[config.mk]
export PLATFORM = sky130hd
export DESIGN_NAME = axis_stream_averaging_filter
export DESIGN_NICKNAME = d
export VERILOG_FILES = /design/src/rtl/axis_stream_averaging_filter.sv
export SDC_FILE = /design/constraint.sdc
export NUM_CORES = 1
export LEC_CHECK = 0
export ABC_CLOCK_PERIOD_IN_PS = 13000
export CAP_MARGIN = 20
export CORE_UTILIZATION = 55
export DETAILED_ROUTE_END_ITERATION = 10
export PLACE_DENSITY = 0.72
export SYNTH_ARGS = -nofsm -noshare
export SYNTH_HDL_FRONTEND = slang
export SYNTH_SLANG_ARGS = --single-unit
export TNS_END_PERCENT = 1
[constraint.sdc]
create_clock -name clk -period 13 [get_ports clk]
set_input_delay 2.6 -clock clk [delete_from_list [all_inputs] [get_ports clk]]
set_output_delay 2.6 -clock clk [all_outputs]
set_load 0.01 [all_outputs]
[src/rtl/axis_stream_averaging_filter.sv]
// K x K box-average filter over a raster-order AXI-stream image.
// K-1 line buffers feed a K x K sliding window; each accepted pixel whose
// window lies fully inside the image yields one averaged output pixel.
// Only the valid region is emitted: (R_I-K+1) x (C_I-K+1) pixels per frame.
module axis_stream_averaging_filter #(
    parameter int R_I   = 7,
    parameter int C_I   = 7,
    parameter int W_I   = 8,
    parameter int K     = 3,
    parameter int ROUND = 0
) (
    input  logic           clk,
    input  logic           rstn,
    input  logic           s_axis_valid,
    output logic           s_axis_ready,
    input  logic [W_I-1:0] s_axis_data,
    input  logic           s_axis_last,
    output logic           m_axis_valid,
    input  logic           m_axis_ready,
    output logic [W_I-1:0] m_axis_data,
    output logic           m_axis_last,
    output logic           frame_err,
    output logic           busy
);

    localparam int CW = (C_I > 1) ? $clog2(C_I) : 1;
    localparam int RW = (R_I > 1) ? $clog2(R_I) : 1;
    // K*K <= 25, so five extra bits hold the window sum without overflow
    localparam int SW = W_I + 5;

    localparam logic [SW-1:0] KK       = SW'(K * K);
    localparam logic [SW-1:0] RADD     = (ROUND != 0) ? SW'((K * K) / 2) : '0;
    localparam logic [CW-1:0] COL_LAST = CW'(C_I - 1);
    localparam logic [RW-1:0] ROW_LAST = RW'(R_I - 1);
    localparam logic [CW-1:0] COL_WIN  = CW'(K - 1);
    localparam logic [RW-1:0] ROW_WIN  = RW'(K - 1);

    typedef enum logic [1:0] {
        IDLE = 2'd0,
        FILL = 2'd1,
        RUN  = 2'd2
    } state_t;

    state_t state, state_nx;

    logic [RW-1:0] row;
    logic [CW-1:0] col;

    logic accept;
    logic at_end;
    logic early_last;
    logic win_done;

    // lbuf[0] holds the previous row, lbuf[K-2] the oldest row in the window
    logic [W_I-1:0] lbuf [K-1][C_I];
    // win[r][c]: r = 0 is the oldest row, c = K-1 is the newest column
    logic [K-1:0][K-1:0][W_I-1:0] win;
    logic [K-1:0][W_I-1:0]        new_col;
    logic [SW-1:0]                sum;

    // Single output register: the input may advance whenever that register
    // is free or being emptied this cycle; held off completely during reset.
    assign s_axis_ready = rstn && (!m_axis_valid || m_axis_ready);
    assign accept       = s_axis_valid && s_axis_ready;
    assign at_end       = (row == ROW_LAST) && (col == COL_LAST);
    assign early_last   = accept && s_axis_last && !at_end;
    // An aborting pixel does not produce an output
    assign win_done     = accept && !early_last && (row >= ROW_WIN) && (col >= COL_WIN);

    // Column entering the window: buffered rows above plus the incoming pixel
    always_comb begin
        new_col[K-1] = s_axis_data;
        for (int i = 0; i < K - 1; i++) begin
            new_col[K-2-i] = lbuf[i][col];
        end
    end

    // Window sum after the shift: the K-1 surviving columns plus the new one
    always_comb begin
        sum = '0;
        for (int r = 0; r < K; r++) begin
            for (int c = 1; c < K; c++) begin
                sum = sum + SW'(win[r][c]);
            end
            sum = sum + SW'(new_col[r]);
        end
    end

    // Line buffers and window shift on every accept; contents never need
    // clearing since rows above K-2 are always rewritten before they are used
    always_ff @(posedge clk) begin
        if (accept) begin
            lbuf[0][col] <= s_axis_data;
            for (int i = 1; i < K - 1; i++) begin
                lbuf[i][col] <= lbuf[i-1][col];
            end
            for (int r = 0; r < K; r++) begin
                for (int c = 0; c < K - 1; c++) begin
                    win[r][c] <= win[r][c+1];
                end
                win[r][K-1] <= new_col[r];
            end
        end
    end

    // Raster position; advances only on accept, cleared by an early last
    always_ff @(posedge clk) begin
        if (!rstn) begin
            row <= '0;
            col <= '0;
        end else if (accept) begin
            if (early_last) begin
                row <= '0;
                col <= '0;
            end else if (col == COL_LAST) begin
                col <= '0;
                row <= (row == ROW_LAST) ? '0 : row + 1'b1;
            end else begin
                col <= col + 1'b1;
            end
        end
    end

    // Output register: load on a completed window, otherwise drain on ready
    always_ff @(posedge clk) begin
        if (!rstn) begin
            m_axis_valid <= 1'b0;
            m_axis_data  <= '0;
            m_axis_last  <= 1'b0;
        end else if (win_done) begin
            m_axis_valid <= 1'b1;
            m_axis_data  <= W_I'((sum + RADD) / KK);
            m_axis_last  <= at_end;
        end else if (m_axis_ready) begin
            m_axis_valid <= 1'b0;
            m_axis_last  <= 1'b0;
        end
    end

    // Framing check: s_axis_last must coincide exactly with the final pixel
    always_ff @(posedge clk) begin
        if (!rstn) begin
            frame_err <= 1'b0;
        end else begin
            frame_err <= accept && (s_axis_last != at_end);
        end
    end

    // FSM state register
    always_ff @(posedge clk) begin
        if (!rstn) begin
            state <= IDLE;
        end else begin
            state <= state_nx;
        end
    end

    // FSM next state; an early last aborts the frame from any state
    always_comb begin
        state_nx = state;
        case (state)
            IDLE:    if (accept) state_nx = FILL;
            FILL:    if (accept && (row == ROW_WIN) && (col == '0)) state_nx = RUN;
            RUN:     if (accept && at_end) state_nx = IDLE;
            default: state_nx = IDLE;
        endcase
        if (early_last) begin
            state_nx = IDLE;
        end
    end

    // FSM outputs
    always_comb begin
        busy = (state != IDLE) || m_axis_valid;
    end

endmodule

Word level (Yosys, flattened, before mapping)
Memories as Yosys holds them, arrays and structs flattened. Index checks and enable logic that the tools add are counted.

Flip-flop bits (word level): 67. Memory bits (writable): 112. Logic and storage cells: 88. Memories kept: 1.

Memories: lbuf (depth 2, width 56, rd ports 2, clocked after Yosys merged registers in 0, wr ports 2, RTL line 55) `logic [W_I-1:0] lbuf [K-1][C_I];`.

$add $sub $neg: 10. Div/mod/pow operators: 1. $lt $le $gt $ge: 4. Equality and inequality tests: 9. Mux-type cells: 22. Bitwise operators: 2. Reduce and logical (&&, ||, !) cells: 26.

Operators by type and width (number): 56-bit 2-to-1 mux (1); 8-bit binary-select mux with 3-bit select (2); 8-bit 2-to-1 mux (5); 13-bit by 8-bit adder with 13-bit output (3); 8-bit demux with 3-bit select (1); 3-bit 2-to-1 mux (5); 12-bit by 8-bit adder with 13-bit output (1); 13-bit by 4-bit divider with 13-bit output, second input constant (1); 1-bit logical AND (13); 11-bit by 8-bit adder with 12-bit output (1); 10-bit by 8-bit adder with 11-bit output (1); 9-bit by 8-bit adder with 10-bit output (1); 8-bit by 8-bit adder with 9-bit output (1); 3-bit by 1-bit adder with 3-bit output, second input constant (2); 3-bit equality test, second input constant (2); 3-bit by 2-bit >= comparator with 1-bit output, second input constant (2); 2-bit 2-to-1 mux (3); 2-bit != test, second input constant (3); 2-bit one-hot mux with 3 select lines (1); 2-bit nonzero test (3); 4-bit >= comparator, second input constant (1); 4-bit by 1-bit less-than comparator with 1-bit output, second input constant (1); 1-bit 2-to-1 mux (4); 3-bit NOT with 4-bit output (1); 12 further kinds (15).

Longest topological paths before layout
Gate-level depths: netlist (run 1).

Word-level depth: 12. Depth in mapped cells: 36. Depth with buffers taken out: 30.

Worst setup path before layout (run 1)
Ideal clock, no wire load.

Kind: input to register. From: in s_axis_data[4]. To: reg m_axis_data[0]. Library setup time: 0.128 ns. Arrival: 9.288 ns. Required time: 12.872 ns. Slack: 3.584 ns. Cell stages on the path: 28. Cells stage by stage: inv_1 > fa_1 > inv_1 > fa_1 > fa_1 > inv_1 > fa_1 > inv_1 > ha_1 > buf_6 > a211o_4 > a2111oi_4 > or3_4 > buf_6 > a311oi_2 > a2111o_1 > nor3_4 > nor3_1 > or4_4 > and2_4 > o31a_1 > and2_1 > a21oi_1 > inv_1 > ha_1 > or3_1 > nand4_1 > nand4_1.

Cells in the longest elaborated chain, start to end: 2.

Ends and longest elaborated chain: from (decl) (RTL line 16) `input logic [W_I-1:0] s_axis_data,`; 13-bit by 8-bit adder with 13-bit output (RTL line 85) `sum = sum + SW'(new_col[r]);`; 13-bit by 4-bit divider with 13-bit output (RTL line 132) `m_axis_data <= W_I'((sum + RADD) / KK);`; to (signal assigned) (RTL line 132); to (decl) (RTL line 20) `output logic [W_I-1:0] m_axis_data,`.

Every way passes these cells. A chain may end at the register's enable or synchronous reset.

Worst setup path in the final report (run 1)
From: in s_axis_data[7]. To: reg m_axis_data[0].

The elaborated chain is that of the path after synthesis.

==> summary by stage, run 1 <==
Synth
Yosys mapped the design onto 78 distinct sky130hd cell types. Yosys printed 0 warnings. Summing every instance area after synthesis gives 9670 µm². The gate count after technology mapping is 743. In this run, synthesis inferred 160 flip-flops with an integrated enable. A synthesized cell averages 13.0 µm². The share of flip-flops with an asynchronous set or reset is 0%. Sequential cells were found to cover 53.6% of the synthesized design area. The most frequently used flop master after synthesis is sky130_fd_sc_hd__edfxtp_1.

The number of storage elements in the synthesis netlist is 179. Synthesis produced a netlist with a net count of 825.

Worst setup path
The path depth of the worst reg2reg path is 27. The worst register-to-register path ends at m_axis_data[0]. The worst setup path startpoint is s_axis_data[7]. STA classifies the critical path endpoint as a register. The data arrival time of the critical path is 10.92 ns. The most critical setup path has its endpoint at m_axis_data[0]. The kind of critical path is input pin to register. The required time at the endpoint of the critical path is 13.31 ns.

Of all nets on the critical path, the largest fanout is 14. The launch instance of the worst register-to-register path is col[0]. STA classifies the critical path startpoint as an input pin. The worst-case register-to-register setup slack is 3.19 ns.

Global routing
The number of antenna violations at the first check in global routing is 0. The first-pass GRT wire length is 32.1 mm. The combined global-route utilization of all metal layers is 23.4%. The via count of the first global-routing pass was 6162.

For this run the aggregate overflow at the end of global routing stands at 0. The largest net degree at the start of global routing is 51.

Timing
Setup violations remaining at the end of the flow were counted as 0. The worst-case clock skew is 0.0164 ns. Setup repair after global routing left no endpoint under its margin. The achievable frequency is 0.0943 GHz.

Counting I/O delays and the setup requirement, the final critical path takes 10.61 ns. Across all hold checks on the routed design, the worst slack comes to 0.452 ns. The hold violation count in the final report is 0. The final number of max-transition violations is 0. Headroom to the max-slew limit came out at 28.7%. Once routing completed, OpenROAD measured the worst setup slack at 2.39 ns. The final clock period utilization by the worst path is 81.6%. Summed over all failing endpoints, the final setup total negative slack is 0 ns. At the pin with the least slew margin, the transition time is 1.07 ns.

CTS
The clock reaches the later pin of the worst-skew pair after 0.44 ns. Buffers inserted to repair hold after CTS numbered 0. Clock tree synthesis selected as its root buffer the cell sky130_fd_sc_hd__clkbuf_16.

The TritonCTS clock tree is yes. The clock transition at the registers of the reported paths is 0.07 ns. The number of buffers added by the clock tree synthesis step is 17. The quantity of gates resized following cts is 0. The buffers inserted during post-CTS setup optimization is 0. The number of clock sinks seen by CTS is 179. The H-tree generated during clock tree synthesis spans 4 levels. The clock passes through at most 2 buffers.

Place
The congestion estimate from routability-driven global placement came to 0.878. Input and output buffers added on the ports amount to 25. The wire-length estimate of the detail-placed layout is 13.5 mm. The pre-CTS setup slack is 1.99 ns. Once placement completed, the tool counted placed cells totaling 971.

Outcome
The flow ran to the end, and the final reports show no timing, DRC or antenna violations.

Final layout
The antenna diode count is 0. The library cells used most frequently in the layout, excluding fill and tap cells, are sky130_fd_sc_hd__edfxtp_1, sky130_fd_sc_hd__inv_1, sky130_fd_sc_hd__nor2_1. Leaving out fill and tap cells, the most frequent cell in the layout is sky130_fd_sc_hd__edfxtp_1. After the last flow step, the layout net total stands at 847. The post-synthesis to final-layout area growth is 11.7%. Cells with a size suffix above 1 make up 11.8% of the layout.

The count of non-filler cells in the finished layout is 1003. The number of filler instances in the final layout is 1297.

Die
The region available for standard cell placement spans 17200 µm². After floorplanning, the core was divided into 48 placement rows. The I/O pin count is 26.

The die is 135 µm tall. For this configuration, the core starts out at a cell density of 56.1%. The die outline area is 18100 µm². The die outline width is 135 µm.

Route
The post-detailed-route wirelength per cell is 19.8 µm. The final layout contains routed wiring with a total length of 19.9 mm. Detailed routing inserted a total of 6197 vias. The detailed router finished its first iteration with 404 violations.

For this run, design rule violations remaining after detail routing come to 0. The first TritonRoute pass finished after 5 iterations. The count of nets left with antenna violations once routing finished came out at 0. Dividing the detail-routed via count by the number of cells gives 6.18.

Min path
Counting instances, the worst hold path has a depth of 0. The class of the tightest hold or removal check is register to register.

Flow run
The number of max-capacitance violations reported is 0.
-- flip-flops by register name (all words and copies together) (netlist names) --
register,cells
lbuf,112
row,3
state,2
win,48
col,3
m_axis_valid,1
m_axis_data,8
m_axis_last,1
frame_err,1
-- cells by family (layout without fill, tap and decap cells) --
group	Yosys count	count (layout)	share of synthesized area [%]
xor gates and xnor gates	12	12	1.28
DFF	179	179	53.6
AOI/OAI and AO/OA	182	182	13.3
muxes	36	36	5.81
buffers and inverters	97	132	4.05
and+or+nand+nor	168	168	8.85
adders and majority gates	69	69	13.1
-- critical path, stage by stage --
cell and delay [ns]:
sky130_fd_sc_hd__clkdlybuf4s50_1 0.64, sky130_fd_sc_hd__inv_1 0.11, sky130_fd_sc_hd__fa_1 0.52, sky130_fd_sc_hd__fa_1 0.54, sky130_fd_sc_hd__inv_1 0.06, sky130_fd_sc_hd__fa_1 0.52
sky130_fd_sc_hd__inv_1 0.05, sky130_fd_sc_hd__fa_1 0.53, sky130_fd_sc_hd__inv_1 0.04, sky130_fd_sc_hd__ha_1 0.44, sky130_fd_sc_hd__o21ai_0 0.34, sky130_fd_sc_hd__o21ba_2 0.22
sky130_fd_sc_hd__o2111a_1 0.48, sky130_fd_sc_hd__a311oi_2 0.18, sky130_fd_sc_hd__a2111o_1 0.53, sky130_fd_sc_hd__o21ai_2 0.33, sky130_fd_sc_hd__o21ai_1 0.32, sky130_fd_sc_hd__or4_4 0.68
sky130_fd_sc_hd__and2_4 0.16, sky130_fd_sc_hd__o31a_1 0.31, sky130_fd_sc_hd__and2_1 0.18, sky130_fd_sc_hd__a21oi_1 0.23, sky130_fd_sc_hd__inv_1 0.10, sky130_fd_sc_hd__ha_1 0.28
sky130_fd_sc_hd__or3_1 0.31, sky130_fd_sc_hd__nand4_1 0.10, sky130_fd_sc_hd__nand4_1 0.09
-- Yosys cell counts, drive strengths merged, types with 4 or more instances --
library cell	number	area share [%]
edfxtp	160	50
nor4	6	0.39
fa	54	11
and2	4	0.28
nand4	6	0.39
o21ai	29	1.6
nand3	12	0.62
nor3b	5	0.44
ha	15	1.9
dfxtp	19	3.9
a211o	4	0.45
o22ai	5	0.32
inv	60	2.3
a32oi	4	0.36
xor2	5	0.65
clkbuf	22	0.85
or3	8	0.57
a31oi	11	0.78
and3	4	0.26
o211ai	12	1.0
mux2i	19	2.0
buf	14	0.83
a21o	8	0.62
a211oi	9	0.75
nor2b	10	0.65
nor3	20	1.3
o211a	5	0.52
nor2	60	2.3
mux4	16	3.7
a21oi	55	3.0
o31ai	4	0.31
a2111oi	4	0.62
xnor2	7	0.63
nand2	25	0.97
o21a	4	0.31
-- through the flow --
stage          utilization (%)  area, µm²
6_report                  62.6      10800
5_1_grt                   62.6      10800
4_1_cts                   62.6      10800
3_5_place_dp              59.1      10200
3_3_place_gp              59.1      10200
2_1_floorplan                -       9670
-- cell type report --
class | instances | area (µm²) | area share [%]
tap | 225 | 282 | 2.61
sequential | 179 | 5190 | 48.0
timing repair buffer | 39 | 355 | 3.29
clock inverter | 15 | 186 | 1.73
inverter | 61 | 229 | 2.12
multi-input combinational | 467 | 4130 | 38.3
clock buffer | 17 | 425 | 3.94
-- how the worst min path moves through the flow --
| stage | start | end | slack, ns |
|---|---|---|---|
| after global routing | win[20] | win[12] | 0.46 |
| after CTS | win[21] | win[13] | 0.45 |
| after detailed placement | win[23] | win[15] | 0.43 |
| final | win[20] | win[12] | 0.45 |
| after floorplan | win[20] | win[12] | 0.43 |
| after global placement | win[23] | win[15] | 0.43 |
-- metal layers --
layer / wire length, µm / track usage, % / share of wire [%]
met3: 848 / 5.18 / 4.3
met1: 8710 / 30.8 / 44
met5: 0 / 0 / 0
met4: 274 / 6.80 / 1.4
met2: 10000 / 39.4 / 50
Power of run 1 is not shown: default switching activity piles up to over one toggle a cycle in this logic, so the estimate is an artifact.
==> run 2, diff against run 1 <==
--- a/config.mk
+++ b/config.mk
@@ -5,11 +5,11 @@
 export SDC_FILE = /design/constraint.sdc
 export NUM_CORES = 1
 export LEC_CHECK = 0
-export ABC_CLOCK_PERIOD_IN_PS = 13000
+export ABC_CLOCK_PERIOD_IN_PS = 9600
 export CAP_MARGIN = 20
 export CORE_UTILIZATION = 55
 export DETAILED_ROUTE_END_ITERATION = 10
-export PLACE_DENSITY = 0.72
+export PLACE_DENSITY = 0.75
 export SYNTH_ARGS = -nofsm -noshare
 export SYNTH_HDL_FRONTEND = slang
 export SYNTH_SLANG_ARGS = --single-unit
==> constraint.sdc (replaced) <==
create_clock -name clk -period 9.6 [get_ports clk]
set_input_delay 1.92 -clock clk [delete_from_list [all_inputs] [get_ports clk]]
set_output_delay 1.92 -clock clk [all_outputs]
set_load 0.01 [all_outputs]
==> run 2 against run 1 <==
First-iteration DRC count increased by 37%. Via count increased by 3.3%. Worst hold slack improved by 0.0020 ns. Sequential share of layout area decreased by 1.3 points. Worst setup slack got worse by 2.1 ns. Critical path type unchanged.
==> summary by stage, run 2 (same netlist as run 1, synthesis figures left out) <==
Final layout
The cell area after layout is 11100 µm². The largest registers in the layout are lbuf: 112 flops, win: 48 flops, m_axis_data: 8 flops. The area growth from synthesis to layout is 14.8%.

The net count of the finished layout is 868. lbuf holds more flip-flops than any other register. The leading cell type in the layout, fill and taps excluded is sky130_fd_sc_hd__edfxtp_1. At the end of the flow the core is filled with cells to 64.4%. The fraction of final layout cells sized beyond drive strength 1 is 15.3%. The number of filler instances in the final layout is 1175. The register with the most flip-flops in the layout has 112 of them. The antenna diode count is 0. The library cells used most frequently in the layout, excluding fill and tap cells, are sky130_fd_sc_hd__edfxtp_1, sky130_fd_sc_hd__inv_1, sky130_fd_sc_hd__nor2_1.

CTS
The H-tree generated during clock tree synthesis spans 4 levels. The number of hold-repair buffers added at the cts stage is 0. CTS saw 179 sinks.

The clock passes through at most 2 buffers. The tree is rooted in a sky130_fd_sc_hd__clkbuf_16. After clock tree synthesis, the clock-pin slew on the worst setup and hold paths is 0.06 ns.

Counting the buffers created by CTS gives 17. TritonCTS built the clock tree. The clock insertion delay at the later pin of the skew report is 0.43 ns.

Place
The cell area after placement is 10300 µm². Detailed placement ended at an HPWL of 13.7 mm. Input and output buffers added on the ports amount to 25. The routability congestion estimate is 0.908. The pre-CTS setup slack is -0.267 ns.

Timing
Setup repair after global routing left no endpoint under its margin. The final clock period utilization by the worst path is 96.5%. The worst-case clock skew is 0.00854 ns. The setup slack after layout is 0.335 ns. The hold violation count in the final report is 0. The final number of max-transition violations is 0.

The slew at the pin closest to its max-slew limit is 1.13 ns. The worst pin sits at a relative slew slack of 24.5%. Derived from the worst setup path, the maximum achievable clock frequency is 0.108 GHz. After routing, the total negative slack on setup checks comes to 0 ns.

Setup violations remaining at the end of the flow were counted as 0. The time the worst path needs with I/O delays and setup is 9.27 ns.

Route
Wires add up to 20.7 mm. The number of antenna-violating nets in the routed design is 0. The via count is 6404. The post-detailed-route wirelength per cell is 20.2 µm. The count of unresolved DRC violations after routing is 0. Using the TritonRoute via totals, the vias-per-cell ratio works out to 6.25. The first TritonRoute pass finished after 6 iterations.

The first routing iteration left 553 violations.

Min path
The startpoint identified for the worst hold timing path is win[23]. The number of cells traversed by the worst hold path is 0. In this run the worst hold path is classified as register to register. The terminating pin of the worst hold path is win[15].

Worst setup path
In this run the critical register-to-register path is captured at m_axis_data[0]. The worst setup path is launched from an input pin. By startpoint and endpoint, the worst setup path is classified as input pin to register. STA puts the critical path data arrival time at 9.57 ns. The worst register-to-register path begins at col[1]. In this run the worst path has a maximum fanout of 11. STA puts the critical path data required time at 9.90 ns.

Setup slack on the worst reg-to-reg path comes out at 0.53 ns. The path depth of the worst reg2reg path is 28. The critical path capture point type is a register.

Global routing
The largest net degree at the start of global routing is 57. The total overflow left after global routing is 0. The via count of the first global-routing pass is 6388. Global routing consumed, over all layers together, 24.0% of the routing resources. The first global-routing pass estimated 32.9 mm of wire. The number of antenna violations at the first check in global routing was 0.

Die
From left edge to right edge, the die measures 135 µm. The floorplan die height is 135 µm. The starting density of the core is 56.1%. Pin placement for this block handled 26 I/O pins. The row count is 48. The die outline area is 18100 µm². The core box area is 17200 µm².

Outcome
The flow ran to the end, and the final reports show no timing, DRC or antenna violations.

Flow run
The number of max-capacitance violations reported is 0.
[run 2: layer usage]
metal | track usage (%) | wire (µm) | part of all wire, % | vias to the layer above
met2 | 41.5 | 10500 | 51 | 305
met4 | 7.24 | 365 | 1.8 | 0
met1 | 30.5 | 8480 | 41 | 3182
met5 | 0 | 0 | 0 | -
li1 | - | - | - | 2869
met3 | 5.26 | 1330 | 6.4 | 48
[run 2: final cells by class]
type                       count  area [µm²]  share of cell area, %
multi-input combinational    467        4220                   38.0
sequential                   179        5190                   46.7
inverter                      61         229                   2.06
clock inverter                14         220                   1.98
timing repair buffer          60         528                   4.76
clock buffer                  18         429                   3.87
tap                          225         282                   2.54
[run 2: stage by stage]
step,hold WS (ns),cells
2_1_floorplan,0.426,743
3_3_place_gp,0.432,990
3_5_place_dp,0.439,990
4_1_cts,0.455,1022
5_1_grt,0.469,1024
6_report,0.454,1024
[run 2: worst max path at each step]
stage	endpoint	start
floorplan	m_axis_data[0]	s_axis_data[4]
global placement	m_axis_data[0]	s_axis_data[4]
detailed placement	m_axis_data[0]	s_axis_data[4]
CTS	m_axis_data[0]	s_axis_data[4]
global route	m_axis_data[0]	s_axis_data[3]
finish	m_axis_data[0]	s_axis_data[3]
[run 2: critical path: stages]
cell and delay (ns):
sky130_fd_sc_hd__clkdlybuf4s50_1 0.58, sky130_fd_sc_hd__fa_1 0.63, sky130_fd_sc_hd__fa_1 0.45, sky130_fd_sc_hd__fa_1 0.50, sky130_fd_sc_hd__fa_1 0.55, sky130_fd_sc_hd__fa_1 0.55
sky130_fd_sc_hd__a211o_4 0.40, sky130_fd_sc_hd__a2111oi_4 0.38, sky130_fd_sc_hd__or3_4 0.29, sky130_fd_sc_hd__a311oi_4 0.07, sky130_fd_sc_hd__a2111o_1 0.52, sky130_fd_sc_hd__nor3_4 0.30
sky130_fd_sc_hd__nor3_1 0.12, sky130_fd_sc_hd__or4_4 0.55, sky130_fd_sc_hd__and2_4 0.17, sky130_fd_sc_hd__o31a_1 0.31, sky130_fd_sc_hd__and2_1 0.18, sky130_fd_sc_hd__a21oi_1 0.20
sky130_fd_sc_hd__inv_1 0.10, sky130_fd_sc_hd__ha_1 0.28, sky130_fd_sc_hd__or3_1 0.32, sky130_fd_sc_hd__nand4_1 0.10, sky130_fd_sc_hd__nand4_1 0.09
[run 2: repair_timing]
item,in CTS,in global routing
endpoints found under the setup margin,0,2
setup buffers,0,1
gates resized for setup,0,19
Power of run 2 is left out for the same reason.
